--- config.mk ---
export PLATFORM = sky130hd
export DESIGN_NAME = zero_array_heap
export DESIGN_NICKNAME = d
export VERILOG_FILES = /design/src/rtl/zero_array_heap.sv
export SDC_FILE = /design/constraint.sdc
export NUM_CORES = 1
export LEC_CHECK = 0
export BUFFER_PORTS_ARGS = -buffer_cell sky130_fd_sc_hd__buf_2
export CAP_MARGIN = 20
export CELL_PAD_IN_SITES_DETAIL_PLACEMENT = 1
export CELL_PAD_IN_SITES_GLOBAL_PLACEMENT = 1
export CORE_MARGIN = 2
export CORE_UTILIZATION = 49
export DETAILED_ROUTE_END_ITERATION = 6
export PLACE_DENSITY = 0.8
export SLEW_MARGIN = 5
export SYNTH_ARGS = -nofsm -noshare
export SYNTH_HDL_FRONTEND = slang
export SYNTH_SLANG_ARGS = --single-unit
--- constraint.sdc ---
create_clock -name clock -period 3.95 [get_ports clock]
set_input_delay 0.395 -clock clock [delete_from_list [all_inputs] [get_ports clock]]
set_output_delay 0.395 -clock clock [all_outputs]
set_load 0.01 [all_outputs]
--- src/rtl/zero_array_heap.sv ---
// zero_array_heap: clocked array heap with a LIFO free stack, per-array
// length tracking, an allocation bitmap and a multi-cycle array clear.
//
// Handshake: a request transfers on a rising clock edge where req_valid and
// req_ready are both high. The requester holds req_* stable while req_valid
// is high and req_ready is low. Every transferred request gets exactly one
// rsp_valid pulse (one cycle after transfer, or NAREA cycles for a
// successful CLEAR). rsp_data/rsp_error hold between pulses.
module zero_array_heap #(
  parameter int WIDTH   = 12,
  parameter int NAREA   = 7,
  parameter int NARRAYS = 4,
  parameter int AW      = (NARRAYS > 1) ? $clog2(NARRAYS) : 1,
  parameter int IW      = (NAREA > 1) ? $clog2(NAREA) : 1
) (
  input  logic             clock,
  input  logic             reset,
  input  logic             req_valid,
  output logic             req_ready,
  input  logic [2:0]       req_op,
  input  logic [AW-1:0]    req_array,
  input  logic [IW-1:0]    req_index,
  input  logic [WIDTH-1:0] req_data,
  output logic             rsp_valid,
  output logic [WIDTH-1:0] rsp_data,
  output logic             rsp_error,
  output logic [AW:0]      allocs,
  output logic [AW:0]      free_count,
  output logic [0:0]       fsm_state
);

  // Storage is sized to the full power-of-two array-number range so any
  // req_array value indexes a real slot; slots >= NARRAYS are never allocated.
  localparam int NSLOT = 1 << AW;
  localparam int SW    = $clog2(NAREA + 1);
  localparam int DEPTH = NSLOT * NAREA;
  localparam int HW    = $clog2(DEPTH);

  localparam logic [AW:0] MAX_ARR = (AW + 1)'(NARRAYS);
  localparam logic [IW:0] MAX_IDX = (IW + 1)'(NAREA);

  localparam logic [2:0] OP_ALLOC = 3'd0;
  localparam logic [2:0] OP_FREE  = 3'd1;
  localparam logic [2:0] OP_WRITE = 3'd2;
  localparam logic [2:0] OP_READ  = 3'd3;
  localparam logic [2:0] OP_SIZE  = 3'd4;
  localparam logic [2:0] OP_CLEAR = 3'd5;
  localparam logic [2:0] OP_ADD   = 3'd6;

  localparam logic [0:0] IDLE     = 1'b0;
  localparam logic [0:0] CLEARING = 1'b1;

  logic [0:0]       state_q;
  logic             ready_q;
  logic [IW-1:0]    clr_cnt;
  logic [AW-1:0]    clr_array;
  logic [NSLOT-1:0] allocated;
  logic [SW-1:0]    size_q  [NSLOT];
  logic [AW-1:0]    stack_q [NSLOT];
  logic [WIDTH-1:0] heap    [DEPTH];
  logic [AW:0]      allocs_q;
  logic [AW:0]      free_q;

  logic             accept;
  logic             arr_valid;
  logic             idx_ok;
  logic [SW-1:0]    cur_size;
  logic [SW-1:0]    idx_plus;
  logic [SW-1:0]    grown;
  logic [HW-1:0]    req_addr;
  logic [HW-1:0]    clr_addr;
  logic [WIDTH-1:0] rd_val;
  logic [WIDTH-1:0] sum;
  logic [AW-1:0]    pop_num;
  logic [AW-1:0]    alloc_num;
  logic             err;
  logic [WIDTH-1:0] result;
  logic             heap_we;
  logic [HW-1:0]    heap_addr;
  logic [WIDTH-1:0] heap_wdata;

  assign req_ready  = ready_q;
  assign allocs     = allocs_q;
  assign free_count = free_q;
  assign fsm_state  = state_q;

  // Request decode: address, range checks, size growth and ALLOC source.
  always_comb begin
    accept    = req_valid && ready_q;
    arr_valid = ({1'b0, req_array} < MAX_ARR) && allocated[req_array];
    idx_ok    = ({1'b0, req_index} < MAX_IDX);
    cur_size  = size_q[req_array];
    idx_plus  = SW'(req_index) + SW'(1);
    grown     = (idx_plus > cur_size) ? idx_plus : cur_size;
    req_addr  = HW'(req_array) * HW'(NAREA) + HW'(req_index);
    clr_addr  = HW'(clr_array) * HW'(NAREA) + HW'(clr_cnt);
    rd_val    = heap[req_addr];
    sum       = rd_val + req_data;
    pop_num   = stack_q[AW'(free_q - (AW + 1)'(1))];
    alloc_num = (free_q != '0) ? pop_num : allocs_q[AW-1:0];
  end

  // Per-op error classification and response value (0 on any error).
  always_comb begin
    err    = 1'b0;
    result = '0;
    case (req_op)
      OP_ALLOC: begin
        err    = (free_q == '0) && (allocs_q == MAX_ARR);
        result = WIDTH'(alloc_num);
      end
      OP_FREE:  err = !arr_valid;
      OP_WRITE: begin
        err    = !arr_valid || !idx_ok;
        result = req_data;
      end
      OP_READ: begin
        err    = !arr_valid || !idx_ok;
        result = rd_val;
      end
      OP_ADD: begin
        err    = !arr_valid || !idx_ok;
        result = sum;
      end
      OP_SIZE: begin
        err    = !arr_valid;
        result = WIDTH'(cur_size);
      end
      OP_CLEAR: err = !arr_valid;
      default:  err = 1'b1;
    endcase
    if (err) result = '0;
  end

  // Single heap write port: clear sweep has priority, otherwise WRITE/ADD.
  always_comb begin
    heap_we    = 1'b0;
    heap_addr  = req_addr;
    heap_wdata = req_data;
    if (state_q == CLEARING) begin
      heap_we    = 1'b1;
      heap_addr  = clr_addr;
      heap_wdata = '0;
    end else if (accept && !err && req_op == OP_WRITE) begin
      heap_we = 1'b1;
    end else if (accept && !err && req_op == OP_ADD) begin
      heap_we    = 1'b1;
      heap_wdata = sum;
    end
  end

  // Heap and free-stack storage; contents survive reset by design.
  always_ff @(posedge clock) begin
    if (heap_we) heap[heap_addr] <= heap_wdata;
    if (accept && !err && req_op == OP_FREE) stack_q[AW'(free_q)] <= req_array;
  end

  // Control state, FSM and registered response.
  always_ff @(posedge clock or negedge reset) begin
    if (!reset) begin
      state_q   <= IDLE;
      ready_q   <= 1'b0;
      clr_cnt   <= '0;
      clr_array <= '0;
      allocated <= '0;
      allocs_q  <= '0;
      free_q    <= '0;
      rsp_valid <= 1'b0;
      rsp_data  <= '0;
      rsp_error <= 1'b0;
      for (int i = 0; i < NSLOT; i++) size_q[i] <= '0;
    end else begin
      rsp_valid <= 1'b0;
      case (state_q)
        IDLE: begin
          ready_q <= 1'b1;
          if (accept) begin
            if (req_op == OP_CLEAR && !err) begin
              state_q           <= CLEARING;
              ready_q           <= 1'b0;
              clr_cnt           <= '0;
              clr_array         <= req_array;
              size_q[req_array] <= '0;
            end else begin
              rsp_valid <= 1'b1;
              rsp_error <= err;
              rsp_data  <= result;
              if (!err) begin
                case (req_op)
                  OP_ALLOC: begin
                    size_q[alloc_num]    <= '0;
                    allocated[alloc_num] <= 1'b1;
                    if (free_q != '0) free_q <= free_q - 1'b1;
                    else allocs_q <= allocs_q + 1'b1;
                  end
                  OP_FREE: begin
                    allocated[req_array] <= 1'b0;
                    free_q               <= free_q + 1'b1;
                  end
                  OP_WRITE, OP_ADD: size_q[req_array] <= grown;
                  default: ;
                endcase
              end
            end
          end
        end
        CLEARING: begin
          clr_cnt <= clr_cnt + 1'b1;
          if (clr_cnt == IW'(NAREA - 1)) begin
            state_q   <= IDLE;
            ready_q   <= 1'b1;
            rsp_valid <= 1'b1;
            rsp_error <= 1'b0;
            rsp_data  <= '0;
          end
        end
        default: state_q <= IDLE;
      endcase
    end
  end

endmodule

==> Yosys cells after proc, flatten, opt, wreduce, memory -nomap -nowiden <==
Memory sizes are Yosys's and may differ from the RTL's.
Cells that the tools add are included.
{ "totals": {"regBits": 43, "ram_bits": 344, "inputBits": 23, "output_inout_bits": 22, "word_cells": 151, "mem_count": 2} }
{ "classes": {"addsub": 8, "mul": 2, "magnitude_cmp": 10, "n_eq_ne": 14, "muxes": 58, "n_bitwise": 13, "reduce_logical": 30} }
{ "memory_table": {"columns": ["name", "depth", "word_bits", "rd", "rd_clocked_by_memory_dff", "wr", "line_no", "source"], "rows": [
  ["heap", 28, 12, 1, 0, 1, "60", "logic [WIDTH-1:0] heap [DEPTH];"],
  ["stack_q", 4, 2, 1, 0, 1, "59", "logic [AW-1:0] stack_q [NSLOT];"]
]} }
{ "ops": {"columns": ["cell", "count"], "rows": [
  ["$mux W12", 9],
  ["$pmux W12 S5", 1],
  ["$pmux W12 S2", 2],
  ["$and A12 B12 Y12", 2],
  ["$mux W3", 8],
  ["$not A12 Y12", 2],
  ["$mux W1", 21],
  ["$eq A3 B3 Y1 const B", 5],
  ["$add A12 B12 Y12", 1],
  ["$add A3 B1 Y3 const B", 4],
  ["$bwmux W12", 1],
  ["$demux W3 S2", 2],
  ["$pmux W3 S2", 2],
  ["$reduce_and A6 Y1", 2],
  ["$logic_and A1 B1 Y1", 11],
  ["$add A5 B3 Y5", 2],
  ["$mul A2 B3 Y5 const B", 2],
  ["$ne A2 B2 Y1 const B", 4],
  ["$pmux W1 S2", 4],
  ["$pmux W4 S2", 1],
  ["$bmux W3 S2", 1],
  ["$eq A3 B2 Y1 const B", 2],
  ["$ge A3 B3 Y1 const B", 2],
  ["$logic_not A3 Y1", 2],
  ["other kinds (28)", 42]
]} }

==> Depth between registers and ports, before layout <==
Gate-level depths: netlist of run 1.
{ "depth": {"depth_word": 13, "depth_mapped": 21, "depth_no_buf": 18} }

==> Worst setup path after synthesis of run 1 <==
No wires, ideal clock.
{ "synth_path": {"kind": "input port to flip-flop", "start": "input req_array[0]", "end": "memory heap[0][10] (data pin)", "setup_time_ps": 423, "t_arrival_ps": 5612, "required_ps": 3527, "slack_ps": -2086, "path_stages": 16, "n_path_buf": 2, "path_cell_list": "fa_1 -> ha_1 -> fa_1 -> clkbuf_1 -> buf_1 -> mux4_2 -> nand2_1 -> o21ai_0 -> ha_1 -> nor2b_1 -> o21a_1 -> o21ai_0 -> a21oi_1 -> o21ai_0 -> xor2_1 -> o21ai_0"} }
{ "synth_via": {"elab_chain_cells": 11, "elab_cells_between_ends": 16, "cone_classes": "2 x add/sub; 1 x mul; 6 x mux; 6 x reduce/logical; 1 x memory"} }
{ "synth_rtl": {"columns": ["element", "line_no", "source"], "rows": [
  ["start, declared", "21", "input logic [AW-1:0] req_array,"],
  ["branches (longest 9 deep; another with $mem_v2 Z28 W12)", null, null],
  ["$mux W12 (*)", "144", "end else if (accept && !err && req_op == OP_WRITE) begin"],
  ["$mux W12 (*)", "140", "if (state_q == CLEARING) begin"],
  ["via heap_wdata[10]", "80", "logic [WIDTH-1:0] heap_wdata;"],
  ["end, declared", "60", null]
]} }
Mark *: on every way through the listed nets, which the timed path passes. The select of a mux whose other input is x is not followed.

==> Final worst setup path of run 1 <==
{ "layout_path": {"start": "input req_array[1]", "end": "memory heap[12][11] (data pin)"} }
Same word-level chain as after synthesis.

==> results of run 1 <==
==> area by class of cell <==
cell class | count | area, sq um | share of cell area (%)
clock buffers | 47 | 1070 | 5.007
clock inverters | 26 | 261.5 | 1.224
inverters | 31 | 118.9 | 0.5563
multi-input cells | 521 | 5728 | 26.81
flip-flops and latches | 387 | 11410 | 53.38
well taps | 448 | 560.5 | 2.623
repair buffers | 222 | 2222 | 10.40
==> metrics by stage <==
step / power (mW) / setup WS [ns] / utilization, % / hold slack, ns / cell area [sq um]
finish: 16.55 / -1.028 / 63.40 / 0.2233 / 21370
global placement: 10.42 / -1.127 / 55.66 / 0.4518 / 18760
detailed placement: 10.73 / -1.318 / 55.66 / 0.4764 / 18760
global route: 16.83 / -1.053 / 63.40 / 0.2373 / 21370
CTS: 15.36 / -0.4371 / 61.92 / 0.02705 / 20870
floorplan: 8.614 / -0.7825 / - / 0.09941 / 17040
==> cells by family after synthesis <==
logic type	Yosys count	synth area share, %
DFF	387	67.70
and+or+nand+nor	177	4.582
AOI/OAI and AO/OA	145	5.748
muxes	130	15.51
buffers and inverters	74	1.968
adders and majority gates	43	3.505
xor gates and xnor gates	18	0.9803
==> registers in the layout, summed over array words and instances, names as in the netlist <==
register    count
size_q         12
rsp_data       12
allocs          3
allocated       4
req_ready       1
clr_array       2
rsp_valid       1
clr_cnt         3
stack_q         8
heap          336
free_count      3
rsp_error       1
fsm_state       1
==> cell usage after synthesis, types with 7 or more instances <==
master and n:
clkbuf_1 21, a22o_1 9, nor2_1 67, mux2_2 7, nand2_1 61, edfxtp_1 344
mux4_2 99, a21o_1 10, inv_1 30, ha_1 36, mux2i_1 20, a32o_1 10
xnor2_1 13, o21ai_0 49, fa_1 7, a21oi_1 20, buf_2 9, nand3_1 14
dfrtp_1 43
==> power by group <==
part | internal (mW) | switching [mW]
sequential | 5.60 | 0.379
clock | 2.22 | 1.70
combinational | 2.60 | 4.04
==> critical path: stages <==
cell	delay, ns
buf_8	0.11
fa_1	0.50
ha_4	0.19
fa_2	0.56
buf_12	0.16
buf_4	0.17
mux2i_1	0.43
a211oi_2	0.19
a21oi_4	0.22
inv_2	0.07
ha_4	0.24
a211oi_4	0.30
nor2_2	0.12
o41ai_2	0.31
o21ai_1	0.17
o31ai_2	0.36
xor2_2	0.28
a21oi_4	0.17
a31o_4	0.32
==> metal layers <==
layer | vias up | global-route usage (%) | share of wire [%] | wire, um
li1 | 4350 | - | - | -
met1 | 5939 | 39.86 | 33 | 20960
met2 | 1005 | 53.32 | 47 | 29560
met3 | 326 | 8.082 | 11 | 7241
met4 | 4 | 17.44 | 8.4 | 5296
met5 | - | 0 | 0.036 | 23
==> worst paths after layout <==
kind	end	slack, ns
max reg2reg	heap[12][11]	-0.55
min in group asynchronous	rsp_data[2]	0.33
min	rsp_data[8]	0.22
max	heap[12][11]	-1.03
max in group asynchronous	size_q[7]	3.08
min reg2reg	size_q[4]	0.50
==> timing repair <==
item                       in CTS  in global routing
resized for setup              71                 46
setup endpoints to repair     290                290
gates cloned                   12                 11
buffers inserted               30                 15
hold endpoints to repair        0                 18
hold buffers                    0                  1
pin swaps                      24                 19
==> summary.txt, run 1 <==
Layout
  – Total Nets Final: 1270
  – Layout cells sized above 1: 38.09%
  – Most frequent cells in the layout: 344 x edfxtp_1, 119 x buf_4, 99 x mux4_2
  – Most common cell after layout, fill and taps aside: edfxtp_1
  – N_diodes: 0
  – Fill cell count: a little under 3k
  – Non-filler cells, final: between 1.5k and 2k
  – Synthesis-to-finish area growth: 26.82%

Clocking
  – CTS root buffer: clkbuf_16
  – CTS tree: done
  – Worst skew pair latency: 0.57 ns
  – CTS clk-pin slew, worst paths: 0.07 ns
  – CTS max path bufs: 3
  – Clk sinks: ~390
  – CTS Buf Count: 41
  – H-tree depth: 2

Synth
  – Fraction of registers with async set or reset after synthesis: 11.11%
  – Ys flop type: edfxtp_1
  – Post-synth top area share: 61.31%
  – Number of flops mapped to enable cells by yosys: 344
  – Synth area leaders: edfxtp_1 61%, mux4_2 13%, dfrtp_1 6.4%, ha_1 2.7%, nor2_1 1.5%
  – Synth Cell Area: 0.01685 sq mm
  – Seq cells post-synth: between 300 and 400
  – Synth area leader: edfxtp_1
  – Syn Nets: 1040
  – Sequential share of the synthesized area: 67.70%
  – Yosys cell types: 59
  – Avg Cell Area, Syn: roughly 17 sq um
  – Gate Count Post-Synth: around 970
  – Yosys warns: 0

Min path
  – Hold Crit Depth: 3
  – Hold Path Class: input pin to register
  – Hold Startpoint: req_data[8]

Worst setup path
  – Critical path launch point type: input pin
  – CP Capture Type: register
  – CP startpoint: req_array[1]
  – Arr. time, crit path: 5.27 ns
  – Crit Path Class: input pin to register
  – Req. time, crit path: 4.24 ns
  – Reg2Reg Depth: 13
  – Crit Path Max Fanout: 7
  – Reg2reg start: heap[22][2]

Placed design
  – Placed Cells: 1547
  – DP HPWL: 30.44 mm
  – Global placer's final weighted congestion: 0.8455
  – I/O Buffers: 44

Drt
  – Post-route DRC violation count: 0
  – Routed WL: 63.08 mm
  – Initial DRT Pass Iterations: 5
  – Routed Antenna Nets: 0
  – Drt via density: 6.911
  – Initial drt markers: 1644
  – Vias: 11.62k
  – Post-DR wirelength/cell: 37.50 um

Global route
  – Total track usage: 32.46%
  – Largest net degree at the start of global routing: 44
  – Vias in the first global route: 11.93k
  – Initial antenna violation count: 2
  – Total grt overflow: 0
  – First-pass GRT wire length: ~83 mm

Timing
  – Clock Skew: 0.02908 ns
  – Final Hold Viols: 0
  – Fmax: 0.2009 GHz
  – Fin. max-slew vios: 0
  – Worst-Margin Slew: ~1.0 ns
  – Min Tclk post-route: 4.978 ns
  – Worst setup margin: -1.028 ns
  – RSZ-0062 raised after global routing: true
  – Fin Setup TNS: -170.54 ns
  – Max_slew headroom: 29.59%
  – Final Cycle Share: 126.0%
  – Final setup vio count: 290

Floorplan
  – Die area: 0.03588 sq mm
  – Chip width: 189.4 um
  – Die Y: 189.4 um
  – Initial core utilization: 49.99%
  – Row count: 67
  – Io pins: 45
  – Core area: between 0.03 and 0.04 sq mm

Status
  – Outcome: finished, violations left
  – Violated checks: setup timing

Power
  – VDD IR-drop max: 0.0003842 V
  – Pwr Density: a little under 800 mW/mm^2
  – P_leak: 7.764 nW

Flow run
  – Max-cap violations: 0
No activity file was read; power rests on OpenSTA's default activity.
==> run 2: changes to the inputs <==
==> constraint.sdc (replaced) <==
create_clock -name clock -period 3.95 [get_ports clock]
set_input_delay 0.1975 -clock clock [delete_from_list [all_inputs] [get_ports clock]]
set_output_delay 0.1975 -clock clock [all_outputs]
set_load 0.01 [all_outputs]
==> summary.txt, run 2 (synthesis results as in run 1) <==
Status
  – Outcome: finished, violations left
  – Violated checks: setup timing

Placed design
  – Global placer's final weighted congestion: 0.8592 (+1.6%)
  – Placed inst area: 0.01870 sq mm (-0.29%)
  – I/O Buffers: 44 (unchanged)
  – DP HPWL: 31.39 mm (+3.1%)

Power
  – VDD IR-drop max: 0.0003681 V (-4.2%)
  – P_leak: 7.698 nW (-0.86%)
  – Pwr Density: 773.0 mW/mm^2 (-0.19%)

Timing
  – Final Hold Viols: 0 (unchanged)
  – Clock Skew: 0.05684 ns (+0.02775 ns)
  – Final setup vio count: 262 (-9.7%)
  – Worst-Margin Slew: 1.033 ns (-0.009613 ns)
  – Max_slew headroom: 30.24% (+0.65 points)
  – RSZ-0062 raised after global routing: true
  – Fmax: 0.2216 GHz (+10%)
  – Fin. max-slew vios: 0 (unchanged)
  – Worst setup margin: -0.5630 ns (+0.4653 ns)
  – Min Tclk post-route: 4.513 ns (-0.4653 ns)
  – Hold_ws: 0.04425 ns (-0.1791 ns)
  – Final Cycle Share: 114.3% (-12 points)

Worst setup path
  – CP Capture Type: register
  – Req. time, crit path: 4.23 ns (about the same)
  – Worst path top cell family by delay: compound AO/OA/AOI/OAI gates
  – Crit Path Class: input pin to register
  – Worst path cell trace: buf_8 -> fa_1 -> ha_4 -> buf_4 -> buf_4 -> buf_4 -> mux4_2 -> mux4_2 -> nand2_2 -> o21ai_2 -> ha_1 -> o21ai_1 -> nor2_2 -> o41ai_4 -> o21ai_2 -> o31ai_4 -> xor2_2 -> a21oi_4 -> a31o_4
  – Reg2reg setup slack: -0.26 ns (+0.29 ns)
  – Crit Path Max Fanout: 7 (unchanged)
  – Critical path launch point type: input pin
  – Crit-path most repeated cell: buf_4
  – Arr. time, crit path: 4.80 ns (-0.47 ns)
  – Reg2reg start: heap[7][3]
  – Reg2Reg Depth: 13 (unchanged)
  – WP buf/inv: 4 (unchanged)
  – WP depth: 19 (unchanged)
  – Critical-path top delay cell: fa_1
  – CP max stage delay: 0.53 ns (-0.03 ns)
  – Reg-to-reg critical path endpoint: heap[4][11]

Clocking
  – Clk sinks: 387 (unchanged)
  – CTS max path bufs: 3 (unchanged)
  – CTS Buf Count: 42 (+2.4%)
  – H-tree depth: 2 (unchanged)
  – Worst skew pair latency: 0.60 ns (+0.03 ns)
  – CTS clk-pin slew, worst paths: 0.06 ns (about the same)
  – CTS root buffer: clkbuf_16
  – CTS tree: done

Layout
  – Core Util, Final: 62.82% (-0.58 points)
  – Largest register FFs: 336 (unchanged)
  – Top Registers: heap x336, rsp_data x12, size_q x12
  – Most common cell after layout, fill and taps aside: edfxtp_1
  – Layout cells sized above 1: 38.80% (+0.72 points)
  – Total Nets Final: 1271 (+0.079%)
  – Synthesis-to-finish area growth: 25.66%
  – Design Area, Final: 0.02117 sq mm (-0.92%)
  – Most frequent cells in the layout: 344 x edfxtp_1, 142 x buf_4, 101 x mux4_2
  – Most flop-heavy register: heap

Flow run
  – Max-cap violations: 0 (unchanged)

Global route
  – First-pass GRT wire length: 84.46 mm (+1.8%)
  – Total track usage: 33.12% (+0.66 points)
  – Total grt overflow: 0 (unchanged)
  – Vias in the first global route: 12.07k (+1.2%)
  – Largest net degree at the start of global routing: 44 (unchanged)
  – Initial antenna violation count: 1 (-1)

Drt
  – Initial drt markers: 1605 (-2.4%)
  – Max Used Layer: met4
  – Metal-1 WL: 20.74 mm (-1.0%)
  – Met2 WL: 28.93 mm (-2.1%)
  – Initial DRT Pass Iterations: 5 (unchanged)
  – Drt via density: 6.770 (-2.0%)
  – Routed Antenna Nets: 0 (unchanged)
  – Met3 wire len: 6.239 mm (-14%)
  – Vias: 11.41k (-1.8%)
  – Post-route DRC violation count: 0 (unchanged)
  – Post-DR wirelength/cell: 35.79 um (-4.6%)
  – Routed WL: 60.35 mm (-4.3%)

Min path
  – Hold Path Class: input pin to register
  – Hold Crit Depth: 2 (-1)
  – Hold Startpoint: req_op[0]
  – Hold Crit Endpoint: allocated[1]

Floorplan
  – Chip width: 189.4 um (unchanged)
  – Row count: 67 (unchanged)
  – Die Y: 189.4 um (unchanged)
  – Io pins: 45 (unchanged)
  – Initial core utilization: 49.99% (unchanged)
  – Die area: 0.03588 sq mm (unchanged)
  – Core area: 0.03370 sq mm (unchanged)
==> run 2: changes by cell type in the layout (fill, tap and decap cells not counted), sizes merged <==
cell and change:
buf +5, clkbuf -4, clkinv +3, clkinvlp -2, bufinv +1, diode +1
inv +1, nor2 -1
==> run 2: through the flow <==
stage,TNS (ns),power [mW],setup WS [ns],instances
global placement,-187.47,10.41,-0.9288,1555
global route,-81.01,16.76,-0.5548,1686
finish,-78.33,16.36,-0.5630,1686
detailed placement,-268.40,10.76,-1.417,1555
CTS,-16.92,15.51,-0.2546,1677
floorplan,-34.79,8.593,-0.5866,974
==> run 2: worst max path at each step <==
stage                 start           end  slack, ns
6_report       req_index[1]   heap[4][11]      -0.56
5_1_grt        req_array[1]   heap[4][11]      -0.55
4_1_cts        req_index[1]  heap[26][11]      -0.25
3_5_place_dp   req_array[0]   heap[8][10]      -1.42
3_3_place_gp   req_array[0]   heap[0][11]      -0.93
2_1_floorplan  req_array[0]   heap[0][11]      -0.59
==> run 2: report_power, final <==
group          leakage [nW]  internal [mW]  switching, mW  total (mW)
Sequential             3.69           5.60          0.389        5.99
Clock                 0.689           2.34           1.75        4.09
Combinational          3.32           2.49           3.79        6.28
==> run 2: repair_timing <==
| item | CTS | global route |
|---|---|---|
| hold buffers | 1 | 0 |
| buffers inserted | 35 | 10 |
| pin swaps | 26 | 23 |
| endpoints found under the setup margin | 290 | 290 |
| hold endpoints to repair | 43 | 0 |
| gates cloned | 10 | 4 |
| resized for setup | 68 | 50 |
==> run 2: cell type report <==
| cell class | instances | area [sq um] |
|---|---|---|
| clock inverter | 29 | 302.8 |
| fill | 2963 | 12530 |
| inverter | 31 | 118.9 |
| tap | 448 | 560.5 |
| antenna | 1 | 2.502 |
| clock buffer | 47 | 1091 |
| multi-input combinational | 520 | 5700 |
| sequential | 387 | 11410 |
| timing repair buffer | 223 | 1988 |
==> run 2: routing by layer <==
layer  GRT usage [%]  vias to the layer above
met5               0                        -
met4           20.75                        0
met3           6.080                      317
met2           54.16                      956
met1           41.14                     5773
li1                -                     4368
